`src/rtl/traffic_sensor_conditioner.sv`:
```
// traffic_sensor_conditioner
//
// Vehicle-detector front end for a two-road traffic light controller. There is
// one channel per road (A and B). Each channel does the following:
//   - passes the raw loop-detector level through a two-flop synchronizer,
//   - debounces it into a filtered level,
//   - counts arrivals (0->1 transitions of the filtered level) with saturation,
//   - latches a request until the controller serves the road with green,
//   - flags a detector whose filtered level stays high too long (stuck).
//
// Ports:
//   clk              system clock, rising edge
//   reset            synchronous, active-high; clears all state
//   loop_a, loop_b   raw detector levels, asynchronous to clk
//   Ga, Gb           green (served) indication from the controller
//   Sa, Sb           vehicle request to the controller (register-decoded)
//   count_a, count_b saturating arrival counters, CNT_W bits
//   fault_a, fault_b detector stuck-high flags

module traffic_sensor_conditioner #(
    parameter int unsigned DEBOUNCE_CYCLES = 4,
    parameter int unsigned STUCK_CYCLES    = 1024,
    parameter int unsigned CNT_W           = 8
) (
    input  logic             clk,
    input  logic             reset,
    input  logic             loop_a,
    input  logic             loop_b,
    input  logic             Ga,
    input  logic             Gb,
    output logic             Sa,
    output logic             Sb,
    output logic [CNT_W-1:0] count_a,
    output logic [CNT_W-1:0] count_b,
    output logic             fault_a,
    output logic             fault_b
);

    localparam int unsigned DCNT_W = $clog2(DEBOUNCE_CYCLES + 1);
    localparam int unsigned SCNT_W = $clog2(STUCK_CYCLES + 1);

    localparam logic [DCNT_W-1:0] DCNT_LAST = DCNT_W'(DEBOUNCE_CYCLES - 1);
    localparam logic [SCNT_W-1:0] SCNT_MAX  = SCNT_W'(STUCK_CYCLES);
    localparam logic [CNT_W-1:0]  CNT_MAX   = '1;

    logic [1:0]       loop_in;
    logic [1:0]       green_in;
    logic [1:0]       sreq_out;
    logic [1:0]       fault_out;
    logic [CNT_W-1:0] cnt_out [2];

    assign loop_in  = {loop_b, loop_a};
    assign green_in = {Gb, Ga};

    for (genvar ch = 0; ch < 2; ch++) begin : g_chan
        logic              s1_q, s2_q;
        logic              filt_q, filt_d;
        logic [DCNT_W-1:0] dcnt_q, dcnt_d;
        logic              req_q, req_d;
        logic [SCNT_W-1:0] scnt_q, scnt_d;
        logic              fault_q, fault_d;
        logic [CNT_W-1:0]  cnt_q, cnt_d;
        logic              arrival;

        always_comb begin
            filt_d  = filt_q;
            dcnt_d  = '0;
            cnt_d   = cnt_q;
            req_d   = req_q;
            scnt_d  = scnt_q;
            fault_d = fault_q;

            // Debounce: the filtered level follows only after the synchronized
            // input has disagreed with it for DEBOUNCE_CYCLES cycles in a row.
            if (s2_q != filt_q) begin
                if (dcnt_q == DCNT_LAST) begin
                    filt_d = s2_q;
                end else begin
                    dcnt_d = dcnt_q + DCNT_W'(1);
                end
            end

            arrival = filt_d & ~filt_q;

            if (arrival && (cnt_q != CNT_MAX)) begin
                cnt_d = cnt_q + CNT_W'(1);
            end

            // Green clears the latch and wins over a same-cycle arrival.
            if (green_in[ch]) begin
                req_d = 1'b0;
            end else if (arrival) begin
                req_d = 1'b1;
            end

            // Stuck detect counts cycles the filtered level has been high;
            // the cycle it falls clears both counter and flag.
            if (!filt_d) begin
                scnt_d  = '0;
                fault_d = 1'b0;
            end else begin
                if (filt_q && (scnt_q != SCNT_MAX)) begin
                    scnt_d = scnt_q + SCNT_W'(1);
                end
                if (scnt_d == SCNT_MAX) begin
                    fault_d = 1'b1;
                end
            end
        end

        always_ff @(posedge clk) begin
            if (reset) begin
                s1_q    <= 1'b0;
                s2_q    <= 1'b0;
                filt_q  <= 1'b0;
                dcnt_q  <= '0;
                req_q   <= 1'b0;
                scnt_q  <= '0;
                fault_q <= 1'b0;
                cnt_q   <= '0;
            end else begin
                s1_q    <= loop_in[ch];
                s2_q    <= s1_q;
                filt_q  <= filt_d;
                dcnt_q  <= dcnt_d;
                req_q   <= req_d;
                scnt_q  <= scnt_d;
                fault_q <= fault_d;
                cnt_q   <= cnt_d;
            end
        end

        // A stuck detector alone cannot keep the request asserted.
        assign sreq_out[ch]  = req_q | (filt_q & ~fault_q);
        assign fault_out[ch] = fault_q;
        assign cnt_out[ch]   = cnt_q;
    end

    assign Sa      = sreq_out[0];
    assign Sb      = sreq_out[1];
    assign fault_a = fault_out[0];
    assign fault_b = fault_out[1];
    assign count_a = cnt_out[0];
    assign count_b = cnt_out[1];

endmodule

```
`config.mk`:
```
export PLATFORM = sky130hd
export DESIGN_NAME = traffic_sensor_conditioner
export DESIGN_NICKNAME = d
export VERILOG_FILES = /design/src/rtl/traffic_sensor_conditioner.sv
export SDC_FILE = /design/constraint.sdc
export NUM_CORES = 1
export LEC_CHECK = 0
export CAP_MARGIN = 20
export CORE_ASPECT_RATIO = 1.1
export CORE_MARGIN = 2
export CORE_UTILIZATION = 43
export DETAILED_ROUTE_END_ITERATION = 16
export PLACE_DENSITY = 0.64
export SYNTH_ARGS = -nofsm -noshare
export SYNTH_HDL_FRONTEND = slang
export SYNTH_SLANG_ARGS = --single-unit
```
`constraint.sdc`:
```
create_clock -name clk -period 1.78 [get_ports clk]
set_input_delay 0.267 -clock clk [delete_from_list [all_inputs] [get_ports clk]]
set_output_delay 0.267 -clock clk [all_outputs]
set_load 0.01 [all_outputs]
```
Yosys cells after proc, flatten, opt, wreduce, memory -nomap -nowiden:

Cells that the tools add are included.

* register bits after elaboration: 54
* output and inout bits: 20

* $add $sub $neg: 6
* equality and inequality tests: 10
* multiplexer cells: 8
* bitwise logic cells: 14
* reduce and logical (&&, ||, !) cells: 10

Operator list (number)
* $mux W11: 4
* $add A11 B1 Y11 const B: 2
* $eq A11 B11 Y1 const B: 2
* $ne A11 B11 Y1 const B: 2
* $add A8 B1 Y8 const B: 2
* $ne A8 B8 Y1 const B: 2
* $not A1 Y1: 8
* $reduce_or A2 Y1: 4
* $add A3 B1 Y3 const B: 2
* $eq A3 B2 Y1 const B: 2
* $reduce_or A3 Y1: 2
* $and A1 B1 Y1: 4
* $logic_and A1 B1 Y1: 4
* $mux W1: 4
* $ne A1 B1 Y1: 2
* $or A1 B1 Y1: 2

Logic depth before layout (Yosys ltp):

* depth in word-level cells: 5
* mapped depth: 7
* gate-level depth less buffers: 7

Worst setup path after synthesis:

Ideal clock, no wire load.

* path kind: reg-to-reg
* from: reg g_chan[1].scnt_q[0]
* to: reg g_chan[1].fault_q, in the netlist fault_b
* setup time: 0.075 ns
* arrival time: 1.784 ns
* slack: -0.079 ns
* stages on the path, launching flop included: 8
* buffers on the path: 0
* clock period less this slack: 1.859 ns
* path through: dfxtp_1 > inv_1 > ha_1 > nor4b_1 > a31oi_1 > mux2i_1 > or4_1 > o22ai_1

* cells in the longest elaborated chain, start to end: 5
* elaborated cells on any way between the ends: 6
* classes of those cells: add/sub: 1; eq/ne: 2; mux: 2; reduce/logical: 1

RTL lines
* start: declaration: RTL line 60 `logic [SCNT_W-1:0] scnt_q, scnt_d;`
* start signal: assignment: RTL line 127 `scnt_q <= scnt_d;`
* branches (longest 2 deep; another with $add A11 B1 Y11)
* $mux W11 *: RTL line 102 `if (filt_q && (scnt_q != SCNT_MAX)) begin`
* $mux W11 *: RTL line 98 `if (!filt_d) begin`
* $eq A11 B11 Y1 *: RTL line 105 `if (scnt_d == SCNT_MAX) begin`
* end signal: assignment: RTL line 128 `fault_q <= fault_d;`
* end: declaration: RTL line 61 `logic fault_q, fault_d;`

Every way passes the cells marked *. The select of a mux whose other input is x is not followed.
A chain may end at the register's enable or synchronous reset.

Worst setup path in the final report:

* from: reg g_chan[0].scnt_q[3]
* to: reg g_chan[0].fault_q, in the netlist fault_a

* cells in the longest elaborated chain, start to end: 5
* elaborated cells on any way between the ends: 6
* classes of those cells: add/sub: 1; eq/ne: 2; mux: 2; reduce/logical: 1

RTL lines (RTL line)
* start: declaration: 60
* start signal: assignment: 127
* branches (longest 2 deep; another with $add A11 B1 Y11)
* $mux W11 *: 102
* $mux W11 *: 98
* $eq A11 B11 Y1 *: 105
* end signal: assignment: 128
* end: declaration: 61

Marks and branches as above.

==> results.cfg <==
[timing]
fin_crit_sh_pct = 102.0
finalSetupViolCount = 2
fin_crit_ns = 1.816
fin_skew_ns = 0.002960
worst_pin_slew_ns = 0.3998
setup_ws_ns = -0.03630
fmax_ghz = 0.5506
rsz0062_at_grt = true
finalHoldViolCount = 0
slew_headroom_pct = 73.06
final_max_slew_viol_count = 0

[placement]
io_buffers = 25
dp.cells = 426
pre_cts_ws_ns = -0.1222
place_congestion = 0.8082
dpl.hpwl_um = 3686
dpl-instance-area_um2 = 3129

[status]
violations = negative setup slack
status = complete, but fails checks

[logic_synthesis]
synth_edf_count = 0
synthFlopType = dfxtp_1
synth_commonest_cells = dfxtp_1, nor2_1, nand2_1
yosys-top-cells-area = dfxtp_1, nor2_1, xnor2_1, xor2_1, ha_1
yosysUniqueCellTypes = 39
synth_top_area_cell = dfxtp_1
netlist_area_um2 = 2619
synthArstFlopShare_pct = 0
synth.most_common_cell = dfxtp_1
yosysSeqAreaShare_pct = 41.28
synth_nets = 325
synth-seq-cells = 54
syn_area_per_cell_um2 = 8.475
syn_inst = 309
yosys.area.top_type_share_pct = 41.28
yosysWarnings = 0

[clocking]
clk_pin_slew_ns = 0.09
cts-htree-levels = 2
clock-sinks = 54
numCtsBuffers = 5
cts_tree = built
insertion_delay_ns = 0.31
clock_tree.buffer_depth = 2
root_buffer = clkbuf_8
ctsHoldBuffers = 0

[pwr]
p_int_uw = 1648
switchingPower_uw = 415.5
p_clk_share_pct = 39.7
combPwrFrac_pct = 1.5
total_power_uw = 2064
pwr_density_cell_nw_per_um2 = 627.6
pwr-share-seq_pct = 58.8
vdd_drop_max_uv = 282.8
power.leakage_uw = 0.001251
p_sw_share_pct = 20.13

[detailed_routing]
wire_per_inst_um = 11.71
drc_errors = 0
viasPerCell = 4.874
routed_wl_um = 5096
ant_nets = 0
drt_pass1_iterations = 4
num_vias = 2120
drt_iter0_markers = 80

[global_routing]
antenna_found_initial = 0
grt_pass1_vias = 1981
grt-ovfl-total = 0
track_usage_pct = 16.45
grt_max_degree = 17
grt_pass1_wl_um = 8901

[worst_setup_path]
cpPeakStageDelay_ns = 0.56
crit_path_max_fanout = 3
crit_type = reg2reg
start_kind = flip-flop
cp.arrival_ns = 2.02
cp.required_ns = 1.98
cp_cell_sequence = or4_4 -> o31ai_4 -> mux2i_1 -> o21ai_1 -> a32o_1
end_kind = flip-flop
cpMaxStageDelayCell = or4_4

[finish]
fin_cells = 435
drive_above_1_share_pct = 14.53
num_antenna_cells = 0
final_area_um2 = 3288
fillCellCount = 532
syn_to_final_growth_pct = 25.56
nets = 373

[worst_hold_path]
hold_path_class = reg2reg

[floorplan]
fp.dieArea_um2 = 6731
io_pins = 26
dieHeight_um = 85.85
die_x_um = 78.41
core_area_um2 = 5842
rows = 29
initial_core_util_pct = 44.83

[job]
maxCapViolations = 0
## power groups by stage
stage / clock network, µW / registers (µW) / logic [µW]
floorplan: 0 / 1240 / 14.4
global placement: 0 / 1240 / 31.3
detailed placement: 0 / 1240 / 31.1
CTS: 844 / 1210 / 31.5
global route: 903 / 1210 / 34.0
finish: 819 / 1210 / 30.9
## kinds of logic after synthesis
family | Yosys count | share of synthesized area [%]
simple gates | 136 | 25.70
flops | 54 | 41.28
xor+xnor | 36 | 12.04
compound gates | 35 | 9.173
buf+inv | 34 | 5.495
fa+ha+maj | 10 | 4.778
mux | 4 | 1.529
## layout by cell type (no fill, tap or decap), drive strengths merged, types with 3 or more instances in the layout
master / netlist / layout
a21o: 4 / 4
a21oi: 8 / 8
a31oi: 3 / 3
and3: 4 / 4
and3b: 3 / 3
and4: 4 / 4
buf: 8 / 34
clkbuf: 10 / 6
clkdlybuf4s50: 0 / 24
dfxtp: 54 / 54
ha: 10 / 10
inv: 16 / 16
mux2i: 4 / 4
nand2: 21 / 21
nand3: 11 / 11
nand4: 11 / 11
nor2: 52 / 52
nor2b: 4 / 4
nor3: 10 / 10
o21ai: 7 / 7
or3: 6 / 6
or4: 3 / 3
xnor2: 20 / 20
xor2: 16 / 16
## worst paths after layout
| kind | slack (ns) | endpoint | cells after the start | from |
|---|---|---|---|---|
| worst max-delay path | -0.04 | fault_a$_SDFFE_PP0N_ | 5 | g_chan[0].scnt_q[3]$_SDFF_PP0_ |
| worst min-delay path | 0.42 | g_chan[0].dcnt_q[0]$_SDFF_PP0_ | 1 | g_chan[0].dcnt_q[0]$_SDFF_PP0_ |
| worst max register to register | -0.04 | fault_a$_SDFFE_PP0N_ | 5 | g_chan[0].scnt_q[3]$_SDFF_PP0_ |
| worst min register to register | 0.42 | g_chan[0].dcnt_q[0]$_SDFF_PP0_ | 1 | g_chan[0].dcnt_q[0]$_SDFF_PP0_ |
## critical path: cells and delay by family, from the launching register on
kind,cells,cell delay (ns)
muxes,1,0.24
AOI/OAI and AO/OA,3,0.59
DFF,1,0.33
and+or+nand+nor,1,0.56
## layer usage
metal	vias up	part of all wire, %	global-route usage, %	routed length [µm]
met3	5	2.5	3.474	129
met4	0	1.4	5.742	69
met5	-	0	0	0
met1	953	47	20.70	2407
li1	1136	-	-	-
met2	26	49	27.98	2489
## stage by stage
stage	hold WS [ns]	util [%]	setup TNS (ns)
global route	0.4385	56.29	-0.2447
floorplan	0.3438	-	-0.1017
global placement	0.4090	53.57	0
finish	0.4201	56.29	-0.06343
CTS	0.4273	55.64	-0.06107
detailed placement	0.4130	53.57	-0.1551
## cell type report
class,count,area [µm²],area share [%]
repair buffers,59,508.0,15.45
multi-input cells,221,1426,43.38
clock inverters,2,37.54,1.142
inverters,16,60.06,1.826
well taps,77,96.34,2.930
flip-flops and latches,54,1087,33.07
clock buffers,6,72.57,2.207
## timing repair
item                                    in CTS  in global routing
endpoints found under the setup margin       4                  5
hold endpoints to repair                     0                  0
resized for setup                            4                  9
pin swaps                                    0                  1
buffers inserted                             0                  1
## registers in the layout, indices dropped and copies added, names as in the netlist
| name | count |
|---|---|
| g_chan.filt_q | 2 |
| g_chan.s2_q | 2 |
| count_b | 8 |
| g_chan.dcnt_q | 6 |
| g_chan.s1_q | 2 |
| g_chan.req_q | 2 |
| fault_a | 1 |
| count_a | 8 |
| fault_b | 1 |
| g_chan.scnt_q | 22 |
Power figures use the tool's default switching activity.
